[config.mk]
export PLATFORM = sky130hd
export DESIGN_NAME = uart_tx
export DESIGN_NICKNAME = d
export VERILOG_FILES = /design/src/rtl/uart_tx.sv
export SDC_FILE = /design/constraint.sdc
export NUM_CORES = 1
export LEC_CHECK = 0
export CAP_MARGIN = 20
export CORE_ASPECT_RATIO = 0.5
export CORE_MARGIN = 3
export CORE_UTILIZATION = 25
export DETAILED_ROUTE_END_ITERATION = 16
export PLACE_DENSITY = 0.47
export SLEW_MARGIN = 15
export SYNTH_ARGS = -nofsm -noshare
export SYNTH_HDL_FRONTEND = slang
export SYNTH_SLANG_ARGS = --single-unit
[constraint.sdc]
create_clock -name clk -period 2.6 [get_ports clk]
set_input_delay 0.39 -clock clk [delete_from_list [all_inputs] [get_ports clk]]
set_output_delay 0.39 -clock clk [all_outputs]
set_load 0.005 [all_outputs]
[src/rtl/uart_tx.sv]
// UART transmit serializer: start bit, DWIDTH data bits LSB first, optional
// parity bit, stop bit; every bit is held for the latched prescale count.
module uart_tx #(
  parameter int DWIDTH = 8,
  parameter int PWIDTH = 6
) (
  input  logic              clk,
  input  logic              rst,
  input  logic [DWIDTH-1:0] p_data,
  input  logic              data_valid,
  input  logic              par_en,
  input  logic              par_typ,
  input  logic [PWIDTH-1:0] prescale,
  output logic              tx_out,
  output logic              busy,
  output logic [2:0]        dbg_state
);

  localparam logic [2:0] IDLE   = 3'd0;
  localparam logic [2:0] START  = 3'd1;
  localparam logic [2:0] DATA   = 3'd2;
  localparam logic [2:0] PARITY = 3'd3;
  localparam logic [2:0] STOP   = 3'd4;

  localparam int BW = (DWIDTH > 1) ? $clog2(DWIDTH) : 1;

  // Handshake: a request is data_valid=1 at a rising edge while busy=0; it is
  // accepted in that same edge. There is no ready; requests while busy are dropped.

  logic [2:0]        state;
  logic [PWIDTH-1:0] cnt;
  logic [PWIDTH-1:0] p_lat;
  logic [BW-1:0]     bit_cnt;
  logic [DWIDTH-1:0] shift;
  logic              par_on;
  logic              par_bit;
  logic              last;

  assign last      = (cnt == p_lat - PWIDTH'(1));
  assign dbg_state = state;

  always_ff @(posedge clk or posedge rst) begin
    if (rst) begin
      state   <= IDLE;
      cnt     <= '0;
      p_lat   <= '0;
      bit_cnt <= '0;
      shift   <= '0;
      par_on  <= 1'b0;
      par_bit <= 1'b0;
      tx_out  <= 1'b1;
      busy    <= 1'b0;
    end else begin
      case (state)
        IDLE: begin
          cnt     <= '0;
          bit_cnt <= '0;
          tx_out  <= 1'b1;
          busy    <= 1'b0;
          if (data_valid) begin
            shift   <= p_data;
            par_on  <= par_en;
            // Parity of the word being latched; the shift register is consumed later.
            par_bit <= (^p_data) ^ par_typ;
            p_lat   <= (prescale == '0) ? PWIDTH'(1) : prescale;
            state   <= START;
            tx_out  <= 1'b0;
            busy    <= 1'b1;
          end
        end
        START: begin
          if (last) begin
            cnt    <= '0;
            state  <= DATA;
            tx_out <= shift[0];
          end else begin
            cnt <= cnt + PWIDTH'(1);
          end
        end
        DATA: begin
          if (last) begin
            cnt <= '0;
            if (bit_cnt == BW'(DWIDTH - 1)) begin
              if (par_on) begin
                state  <= PARITY;
                tx_out <= par_bit;
              end else begin
                state  <= STOP;
                tx_out <= 1'b1;
              end
            end else begin
              bit_cnt <= bit_cnt + BW'(1);
              shift   <= shift >> 1;
              tx_out  <= shift[1];
            end
          end else begin
            cnt <= cnt + PWIDTH'(1);
          end
        end
        PARITY: begin
          if (last) begin
            cnt    <= '0;
            state  <= STOP;
            tx_out <= 1'b1;
          end else begin
            cnt <= cnt + PWIDTH'(1);
          end
        end
        STOP: begin
          if (last) begin
            cnt    <= '0;
            state  <= IDLE;
            busy   <= 1'b0;
            tx_out <= 1'b1;
          end else begin
            cnt <= cnt + PWIDTH'(1);
          end
        end
        default: begin
          state  <= IDLE;
          cnt    <= '0;
          tx_out <= 1'b1;
          busy   <= 1'b0;
        end
      endcase
    end
  end

endmodule

Word-level counts from Yosys, hierarchy flattened --
Cells that the tools add are included. Widths: inputs -> output; s select.
Cells by class: $add $sub $neg 3, equality and inequality tests 14, muxes and demuxes 28, bitwise operators 2, reduce and logical (&&, ||, !) cells 13
Operators by type and width (number):
- $mux 3 | 9
- $mux 8 | 3
- $mux 6 | 3
- $pmux 8 s2 | 1
- $pmux 3 s5 | 1
- $ne 2x2->1 const B | 7
- $mux 1 | 8
- $reduce_xor 8->1 | 1
- $add 6x1->6 const B | 1
- $eq 3x2->1 const B | 2
- $eq 3x3->1 const B | 2
- $eq 6x6->1 | 1
- $logic_not 6->1 | 1
- $pmux 3 s2 | 1
- $reduce_and 3->1 | 2
- $reduce_and 6->1 | 1
- $sub 6x1->6 const B | 1
- $pmux 1 s4 | 1
- $reduce_and 2->1 | 2
- $reduce_and 4->1 | 1
- $reduce_or 4->1 | 1
- $add 3x1->3 const B | 1
- $eq 3x1->1 const B | 1
- $logic_not 3->1 | 1
- 7 further kinds | 7
Storage, ports and cells: register bits 30, output and inout port bits 5, logic and storage cells 69

Longest topological paths before layout --
depth in word-level cells 4, gate-level depth with buffers 8, mapped depth without buffers 7

Worst setup path before layout --
Ideal clock, no wire load.
path type register -> register, from reg p_lat[0], to reg state[0] (netlist: dbg_state[0]), library setup time 0.126 ns, data arrival time 1.912 ns, required time 2.474 ns, path slack 0.562 ns, stages on the path, launching flop included 9, buffers on the path 1, clock period less this slack 2.038 ns, path through dfrtp_1 > inv_1 > ha_1 > xnor2_1 > a211oi_2 > nand3_2 > or2_1 > buf_6 > a311o_1
Between the ends: word-level cells in the longest chain between the ends 4, elaborated cells between the ends (all ways) 7, those cells by class add/sub: 1; eq/ne: 5; reduce/logical: 1
Ends and longest elaborated chain:
- from (decl) | RTL line 32 | logic [PWIDTH-1:0] p_lat;
- from (signal assigned) | RTL line 65 | p_lat <= (prescale == '0) ? PWIDTH'(1) : prescale;
- $sub 6x1->6 * | RTL line 39 | assign last = (cnt == p_lat - PWIDTH'(1));
- $eq 6x6->1 * | RTL line 39
- $ne 2x2->1 (no line)
- $reduce_and 6->1 (no line) *
- to (signal assigned) | RTL line 44 | state <= IDLE;
- to (signal assigned) | RTL line 66 | state <= START;
- to (signal assigned) | RTL line 74 | state <= DATA;
- to (decl) | RTL line 30 | logic [2:0] state;
Every way passes the cells marked *; elsewhere a longest branch is shown, timed or not. A chain may end at the register's enable or synchronous reset.

Final worst setup path --
from reg bit_cnt[0], to reg shift[5]
Between the ends: word-level cells in the longest chain between the ends 3
Ends and longest elaborated chain:
- from (decl) | RTL line 33 | logic [BW-1:0] bit_cnt;
- from (signal assigned) | RTL line 92 | bit_cnt <= bit_cnt + BW'(1);
- $eq 3x3->1 | RTL line 83 | if (bit_cnt == BW'(DWIDTH - 1)) begin
- $ne 2x2->1 (no line)
- $reduce_and 4->1 (no line)
- to (signal assigned) | RTL line 61 | shift <= p_data;
- to (signal assigned) | RTL line 93 | shift <= shift >> 1;
- to (decl) | RTL line 34 | logic [DWIDTH-1:0] shift;
Every way passes these cells.

==> metrics.txt <==
outcome=finished, final reports clean; post-synthesis cell type count=37; GRT Overall Usage=10.68%; worst-path cell chain=ha_1, ha_1, nand2b_1, a21oi_1, nand4_1, o21ai_2, mux2_2; Startpoint Class=register; Starting Density=27.12%; clock-pin slew on the worst setup and hold paths=50 ps; post-layout util=34.41%; Comb pwr share=42.4%; core area=6381 um^2; FF/Latch Area=752.0 um^2; P_int=0.001528 W; Avg Cell Area, Syn=10.00 um^2; Crit Path Class=reg -> reg; max-cap viol count=0; CTS buffer count=5; sequential share of the synthesized area=43.46%; drt initial violations=68; Sequential Power Share=35.2%; Final Cycle Share=88.36%; WL final=3783 um; Cells after Synth=173; Critical Path Max Stage Delay=400 ps; vias=1298; Switching Share=37.35%; Cell Area, Synth=1730 um^2; Net Sw Power=0.0009109 W; number of nets in the layout=223; ranking of synthesized cells by area=dfrtp_1, mux2_2, xnor2_1; fin. max-slew vios=0; HP Class=in -> async; ant diodes=0; worst path required time=2750 ps; drt wl/cell=13.09 um; global-route wire length before repair=6679 um; Multi-input gate area=907.1 um^2; vias in the first global route=1380; routability cong.=0.7652; initial antenna violation count=0; Die Span Y=64.83 um; cell mode on critical path=ha_1; cts repair resizes=0; Die Span X=123.7 um; Slew HR=65.54%; min cycle time layout=2297 ps; H-tree levels=2; I/O pins=24; total negative setup slack=0 ps; flops & latches, synth=30; CTS tree=yes; R2R Path Start=bit_cnt[0]$_DFFE_PP0P_; leak pwr=0.8775 nW; buffer count from post-CTS setup fixing=0; hold slack=412.9 ps; worst r2r path cells=7; worst vdd ir=265.7 uV; Clock power frac=22.4%; R2R Setup Slk=300 ps; drt first pass iters=4; clock skew=4.047 ps; Critical-path top delay cell=dfrtp_1; dominant cell type by area after synthesis=dfrtp_1; maximum clock path buffer count=2; post-synth top area share=41.94%; reg2reg end=shift[5]$_DFFE_PP0P_; PortBufs=23; post-DR vias/cell=4.491; Root Buffer=clkbuf_16; area delta synth->final=26.90%; die area=8017 um^2; critical path endpoint category=register; clock sink total=30; RSZ-0062 raised after global routing=false; Fin. Hold Viols=0; yosys warns=0; Detail Route Antenna Nets=0; layout cells sized above 1=16.42%; Fillers=658; grt ovf=0; fmax=435.3 MHz; Power Total=0.002439 W; Hold-fix buffers, CTS=0; Crit Path Max Fanout=11; CP arrival=2450 ps; Post-Synthesis Net Count=196; # rows=20; Slew @ Worst Pin=515.7 ps; Clock Latency Late Sink=270 ps; largest net degree at the start of global routing=21; P per Cell Area=1111 nW/um^2; DR DRC count=0; Final setup viols=0; detailed placer's ending HPWL=2846 um
-- worst max-delay path, delay by kind of cell, from the launching register on --
kind / cells / cell delay, ps
AO/OA/AOI/OAI: 2 / 580
AND/OR/NAND/NOR: 2 / 310
adder cells (fa/ha/maj): 2 / 500
flip-flops: 1 / 400
multiplexers: 1 / 390
-- through the flow --
stage | setup slack [ps] | cells | cell area, um^2
floorplan | 561.6 | 173 | 1730
global placement | 258.2 | 281 | 2059
detailed placement | 304.1 | 281 | 2059
CTS | 283.6 | 289 | 2196
global route | 133.9 | 289 | 2196
finish | 302.6 | 289 | 2196
-- flip-flops by register name (all words and copies together), names as in the netlist --
name / count
bit_cnt: 3
shift: 8
dbg_state: 3
par_on: 1
tx_out: 1
busy: 1
p_lat: 6
par_bit: 1
cnt: 6
-- layout make-up --
class	instances	share of cell area, %
clock buffers	8	6.211
inverters	8	1.368
flip-flops and latches	30	34.24
repair buffers	27	11.85
well taps	88	5.014
multi-input cells	128	41.31
-- per-layer routing --
metal | wire length [um] | share of wire (%) | vias up | track usage [%]
met5 | 0 | 0 | - | 0
met4 | 0 | 0 | 0 | 3.448
met3 | 88 | 2.3 | 0 | 3.575
met2 | 1756 | 46 | 10 | 16.88
met1 | 1938 | 51 | 628 | 13.73
li1 | - | - | 660 | -
-- cell families (layout without fill, tap and decap cells) --
logic type	count (synthesis)	in the layout	synth area share (%)
fa+ha+maj	4	4	2.892
mux	15	15	9.761
simple gates	58	58	15.62
buf+inv	15	43	4.122
flops	30	30	43.46
compound gates	31	31	14.03
xor+xnor	20	20	10.12
-- layout by cell type (no fill, tap or decap), drive strengths merged, types with 3 or more instances in the layout --
| master | instances |
|---|---|
| clkbuf | 8 |
| dfrtp | 29 |
| nor3 | 3 |
| nor2 | 15 |
| a21oi | 4 |
| nand2 | 24 |
| buf | 4 |
| xor2 | 4 |
| inv | 8 |
| mux2 | 15 |
| ha | 4 |
| nand2b | 3 |
| o21ai | 11 |
| clkdlybuf4s50 | 23 |
| o311ai | 8 |
| nand3 | 5 |
| xnor2 | 16 |
-- synth_stat cells --
cell type  instances
nor3_1             2
mux2_2            15
dfstp_2            1
a211oi_2           1
a2111oi_0          1
nand3_2            1
nor2_1            15
nor4_1             1
o32ai_1            1
nor3_2             1
dfrtp_1           29
nand3b_1           1
o311ai_1           3
a21oi_1            4
o311ai_4           1
o2111ai_1          1
nand3_1            4
ha_1               4
nand2b_1           3
or2_1              1
xnor2_1           16
o311ai_0           4
o21ai_2            2
xor2_1             4
clkbuf_1           5
and3_1             1
o21ai_0            9
nand4_1            1
inv_1              8
or2_2              1
and3b_1            1
buf_6              2
a311o_1            1
a31o_2             1
a21o_1             2
or4_1              1
nand2_1           24
-- power groups by stage --
stage	registers, W	clock network (W)	logic [W]
floorplan	0.000791	0	0.000828
finish	0.000858	0.000546	0.00103
detailed placement	0.000867	0	0.00104
CTS	0.000861	0.000557	0.00105
global placement	0.000868	0	0.00104
global route	0.000894	0.000585	0.00117
-- worst max path at each step --
stage	startpoint	to	slack, ps	cells past startpoint
global placement	bit_cnt[0]$_DFFE_PP0P_	shift[2]$_DFFE_PP0P_	260	7
global route	bit_cnt[0]$_DFFE_PP0P_	shift[4]$_DFFE_PP0P_	130	7
detailed placement	bit_cnt[0]$_DFFE_PP0P_	shift[5]$_DFFE_PP0P_	300	7
finish	bit_cnt[0]$_DFFE_PP0P_	shift[5]$_DFFE_PP0P_	300	7
CTS	bit_cnt[0]$_DFFE_PP0P_	shift[5]$_DFFE_PP0P_	280	7
floorplan	p_lat[0]$_DFFE_PP0P_	dbg_state[0]$_DFFE_PP0P_	560	8
Power figures use the tool's default switching activity.
==> edit 1: new RTL, same settings <==
The parameter `DWIDTH` goes from 8 to 16.
--- a/src/rtl/uart_tx.sv
+++ b/src/rtl/uart_tx.sv
@@ -1,7 +1,7 @@
 // UART transmit serializer: start bit, DWIDTH data bits LSB first, optional
 // parity bit, stop bit; every bit is held for the latched prescale count.
 module uart_tx #(
-  parameter int DWIDTH = 8,
+  parameter int DWIDTH = 16,
   parameter int PWIDTH = 6
 ) (
   input  logic              clk,
Interface: changed (resized p_data); port bits go from 24 to 32. The function was not compared with the original's and may differ.
==> edit 1 against the unedited design <==
  * Clock power grew 9.7%
  * Largest cell class unchanged
  * Power grew 14%
  * Final cell count grew 30%
  * Sequential share of layout area grew 0.76 points
  * Synthesized cell count grew 33%
  * Wire length grew 19%
  * Design area grew 27%
  * Area after synthesis grew 28%
  * Setup slack lost 130 ps
  * Count of clock-buffer cells in the layout shrank 1
  * Sequential cell count grew 9
  * Highest routed layer is now met4
  * Global-route usage shrank 1.1 points
==> edit 1: results (changes against the unedited design) <==
metric,value,unit,change
drc_errors,0,,unchanged
synth_seq_area_share,44.2,%,+0.74 points
port_buffers,31,,+35%
yosys-top-cells-count,"nand2_1, dfrtp_1, xnor2_1",,
dr.pass1.iters,6,,+2
drt_iter0_drc,56,,-18%
peakVddDrop,0.275,mV,+3.4%
maxSlewHeadroom,65.9,%,+0.32 points
post_cts.repair.setup_buffers,0,,unchanged
timing.rr.start,p_lat[0]$_DFFE_PP0P_,,
drive_gt1_share,10.2,%,-6.2 points
postSynth.asyncResetShare,100,%,unchanged
top_regs,"shift: 16 flops, cnt: 6 flops, p_lat: 6 flops",,
synthFlopType,dfrtp_1,,
antenna_left,0,,unchanged
gp_congestion,0.692,,-9.6%
syn_nets,260,,+33%
fin_nets,293,,+31%
min_from,shift[7]$_DFFE_PP0P_,,
grt_pass1_vias,1685,,+22%
fin_worst_skew,5.53,ps,+1.48 ps
cts-buffers-inserted,5,,unchanged
num_vias,1612,,+24%
ys_warn_count,0,,unchanged
wl_per_cell,12.0,um,-8.3%
dp.cells,368,,+31%
cts.repair.resized,0,,unchanged
grt_pass1_wl,8.05,mm,+20%
cts_root_buffer,clkbuf_16,,
clockBufferDepth,2,,unchanged
dp_hpwl,3.32,mm,+17%
synthTopCellsByArea,"dfrtp_1, nand2_1, mux2_1, xnor2_1, nor2_1",,
insertedDiodeCount,0,,unchanged
leakagePower,1.20,nW,+37%
holdPathStages,1,,
cts_max_level,2,,unchanged
totalWireLength,4.51,mm,+19%
gr-usage-all-layers,9.62,%,-1.1 points
worstSkewPairLatency,270,ps,about the same
worst_r2r_path_depth,8,,+1
path_max_fanout,15,,+4
clk_pin_slew,60,ps,
ys_types,43,,+16%
grt_max_degree,40,,+90%
antenna_found_initial,0,,unchanged
synth.most_common_cell,nand2_1,,
hold_path.class,register to register,,
status,"complete, no violations",,
dpl_cell_area,2640,sq um,+28%
syn_area_per_cell,9.61,sq um,-3.9%
timing_worst_setup_path_type,register to register,,
[edit 1: changes by cell type in the layout (fill, tap and decap cells not counted), sizes merged, moves of 8 or more]
cell           change
nand2             +31
dfrtp              +9
clkdlybuf4s50      +8
o311ai             -8
mux2               +8
[edit 1: per-stage QoR]
stage	utilization, %	setup WS (ps)	power (mW)	hold slack, ps
finish	33.7	172	2.79	483
global placement	31.9	248	2.19	459
floorplan	-	325	1.90	441
detailed placement	31.9	181	2.23	473
CTS	33.7	162	2.84	486
global route	33.7	28.4	3.05	501
[edit 1: path summary, 6_finish.rpt]
kind | endpoint | slack [ps]
max in group asynchronous | tx_out$_DFFE_PP1P_ | 1680
hold reg to reg | shift[7]$_DFFE_PP0P_ | 480
setup reg to reg | shift[3]$_DFFE_PP0P_ | 170
hold / removal | shift[7]$_DFFE_PP0P_ | 480
min in group asynchronous | shift[5]$_DFFE_PP0P_ | 540
setup / recovery | shift[3]$_DFFE_PP0P_ | 170
[edit 1: kinds of logic (layout without fill, tap and decap cells)]
kind of cell | count (synthesis) | in the layout | synth area share (%)
simple gates | 100 | 100 | 22.2
buf+inv | 15 | 49 | 3.00
xor+xnor | 26 | 26 | 10.3
mux | 24 | 24 | 12.2
compound gates | 23 | 23 | 6.45
fa+ha+maj | 3 | 3 | 1.70
flops | 39 | 39 | 44.2
[edit 1: power breakdown]
group          total [mW]  switching (mW)  internal (mW)
combinational        1.12           0.570          0.554
sequential           1.06           0.209          0.856
clock               0.599           0.219          0.380
[edit 1: final cells by class]
class | count | area, sq um
Clock buffer | 7 | 143
Clock inverter | 1 | 5.00
Fill cell | 879 | 5500
Inverter | 7 | 26.3
Multi-Input combinational cell | 176 | 1170
Sequential cell | 39 | 977
Tap cell | 112 | 140
Timing Repair Buffer | 34 | 333
[edit 1: metal layers]
| metal | GRT usage (%) | part of all wire (%) | vias to the layer above |
|---|---|---|---|
| met5 | 0 | 0 | - |
| met4 | 1.95 | 0.40 | 0 |
| met3 | 2.37 | 1.7 | 2 |
| met2 | 16.8 | 50 | 10 |
| met1 | 12.3 | 48 | 768 |
| li1 | - | - | 832 |
[edit 1: critical path: stages, from the launching register on]
cell and delay (ps):
dfrtp_1 410, inv_1 80, ha_1 240, nor2b_1 140
or3_1 360, a31oi_2 340, nand3_4 160, nand2_4 230
mux2_1 360
==> edit 2: new RTL, config.mk and constraints unchanged <==
Made on the original files. Register the output `dbg_state` once more; this adds one clock of latency there. The other outputs are not delayed to match.
--- a/src/rtl/uart_tx.sv
+++ b/src/rtl/uart_tx.sv
@@ -37,7 +37,9 @@
   logic              last;
 
   assign last      = (cnt == p_lat - PWIDTH'(1));
-  assign dbg_state = state;
+  always_ff @(posedge clk) begin
+    dbg_state <= state;
+  end
 
   always_ff @(posedge clk or posedge rst) begin
     if (rst) begin
Function: changed (Yosys sat finds a counterexample within 4 cycles, from zero or initial values and one cycle with rst high).
==> edit 2 against the unedited design <==
  * Clock power rose by 7.7%
  * Area after synthesis is 3.6% higher
  * Utilization fell by 1.1 points
  * Design area up 3.2%
  * Setup slack got worse by 58 ps
  * Sequential cell count up 3
  * Power is 0.33% higher
  * Wire length decreased by 4.4%
  * Critical endpoint is now shift[0]$_DFFE_PP0P_
==> edit 2: results (changes against the unedited design) <==
metric,value,unit,change
status,"complete, no violations",,
dp.cells,283,,+0.71%
clk_share,6.46,%,+0.25 points
comb_power_share,38.6,%,-3.8 points
grt_use_met2,16.1,%,-0.79 points
p_int,1.64,mW,+7.2%
buf_share,11.5,%,-0.37 points
hold_path.class,input pin to asynchronous set/reset pin,,
path_max_fanout,10,,-1
comb.multi_input.count,122,,-4.7%
synth_compound_area_share,9.70,%,-4.3 points
n_all_inverters,9,,+1
cts_max_level,2,,unchanged
post_cts.repair.setup_buffers,0,,unchanged
synth_seq_area_share,45.3,%,+1.8 points
layout.filler_cells,700,,+6.4%
synthTopCellsByArea,"dfrtp_1, xnor2_1, mux2_4, mux2_2, nand2_1",,
drt-met1-wl,1.77,mm,-8.9%
totalWireLength,3.62,mm,-4.4%
grt_pass1_wl,6.32,mm,-5.4%
ys_types,38,,+2.7%
peakVddDrop,0.272,mV,+2.5%
gp_congestion,0.681,,-11%
drt_iter0_drc,45,,-34%
yosys_register_bits,33,,+10%
ys_warn_count,0,,unchanged
critical_path_arrival,2510,ps,+60 ps
n_clock_buffer,8,,unchanged
postSynth.asyncResetShare,90.9,%,-9.1 points
gr-usage-met3,3.39,%,-0.19 points
wl_met2,1.66,mm,-5.6%
dpl_cell_area,2120,sq um,+3.0%
tightest_slew,457,ps,-59.2 ps
gr-usage-all-layers,9.72,%,-0.96 points
register_area,812,sq um,+8.0%
grt_max_degree,21,,unchanged
multi_input_area,900,sq um,-0.83%
dp_hpwl,2.70,mm,-5.2%
top_regs,"shift: 8 flops, cnt: 6 flops, p_lat: 6 flops",,
num_vias,1249,,-3.8%
grt_pass1_vias,1286,,-6.8%
synthAdderAreaFrac,2.79,%,-0.10 points
drive_gt1_share,15.6,%,-0.84 points
yosys-top-cells-count,"dfrtp_1, nand2_1, xnor2_1",,
syn_area_per_cell,10.4,sq um,+4.2%
cp_slowest_cell,a2111oi_4,,
synth-xor-area-share,9.77,%,-0.35 points
synth_mux_area_share,12.6,%,+2.9 points
pg_seq,0.915,mW,+6.6%
wl_met3,126,um,+43%
seq_share,35.8,%,+1.6 points
top_layer,met4,,
leakagePower,0.968,nW,+10%
fin_nets,221,,-0.90%
instances_no_fill,291,,+0.69%
fin_worst_skew,3.11,ps,-0.933 ps
syn_nets,195,,-0.51%
clk_pin_slew,50,ps,about the same
gr-usage-met1,11.8,%,-1.9 points
slowest_delay,410,ps,
## edit 2: stage by stage
stage | power, mW | setup slack, ps
2_1_floorplan | 1.69 | 455
3_3_place_gp | 1.86 | 308
3_5_place_dp | 1.88 | 238
4_1_cts | 2.48 | 229
5_1_grt | 2.64 | 87.4
6_report | 2.45 | 245
## edit 2: worst paths after layout
| kind | start | slack [ps] | endpoint | cells past startpoint |
|---|---|---|---|---|
| setup / recovery | p_lat[0]$_DFFE_PP0P_ | 240 | shift[0]$_DFFE_PP0P_ | 7 |
| hold / removal | rst | 410 | bit_cnt[2]$_DFFE_PP0P_ | 2 |
| setup reg to reg | p_lat[0]$_DFFE_PP0P_ | 240 | shift[0]$_DFFE_PP0P_ | 7 |
| hold reg to reg | shift[4]$_DFFE_PP0P_ | 500 | shift[4]$_DFFE_PP0P_ | 1 |
| max in group asynchronous | rst | 1510 | tx_out$_DFFE_PP1P_ | 3 |
| min in group clk | shift[4]$_DFFE_PP0P_ | 500 | shift[4]$_DFFE_PP0P_ | 1 |
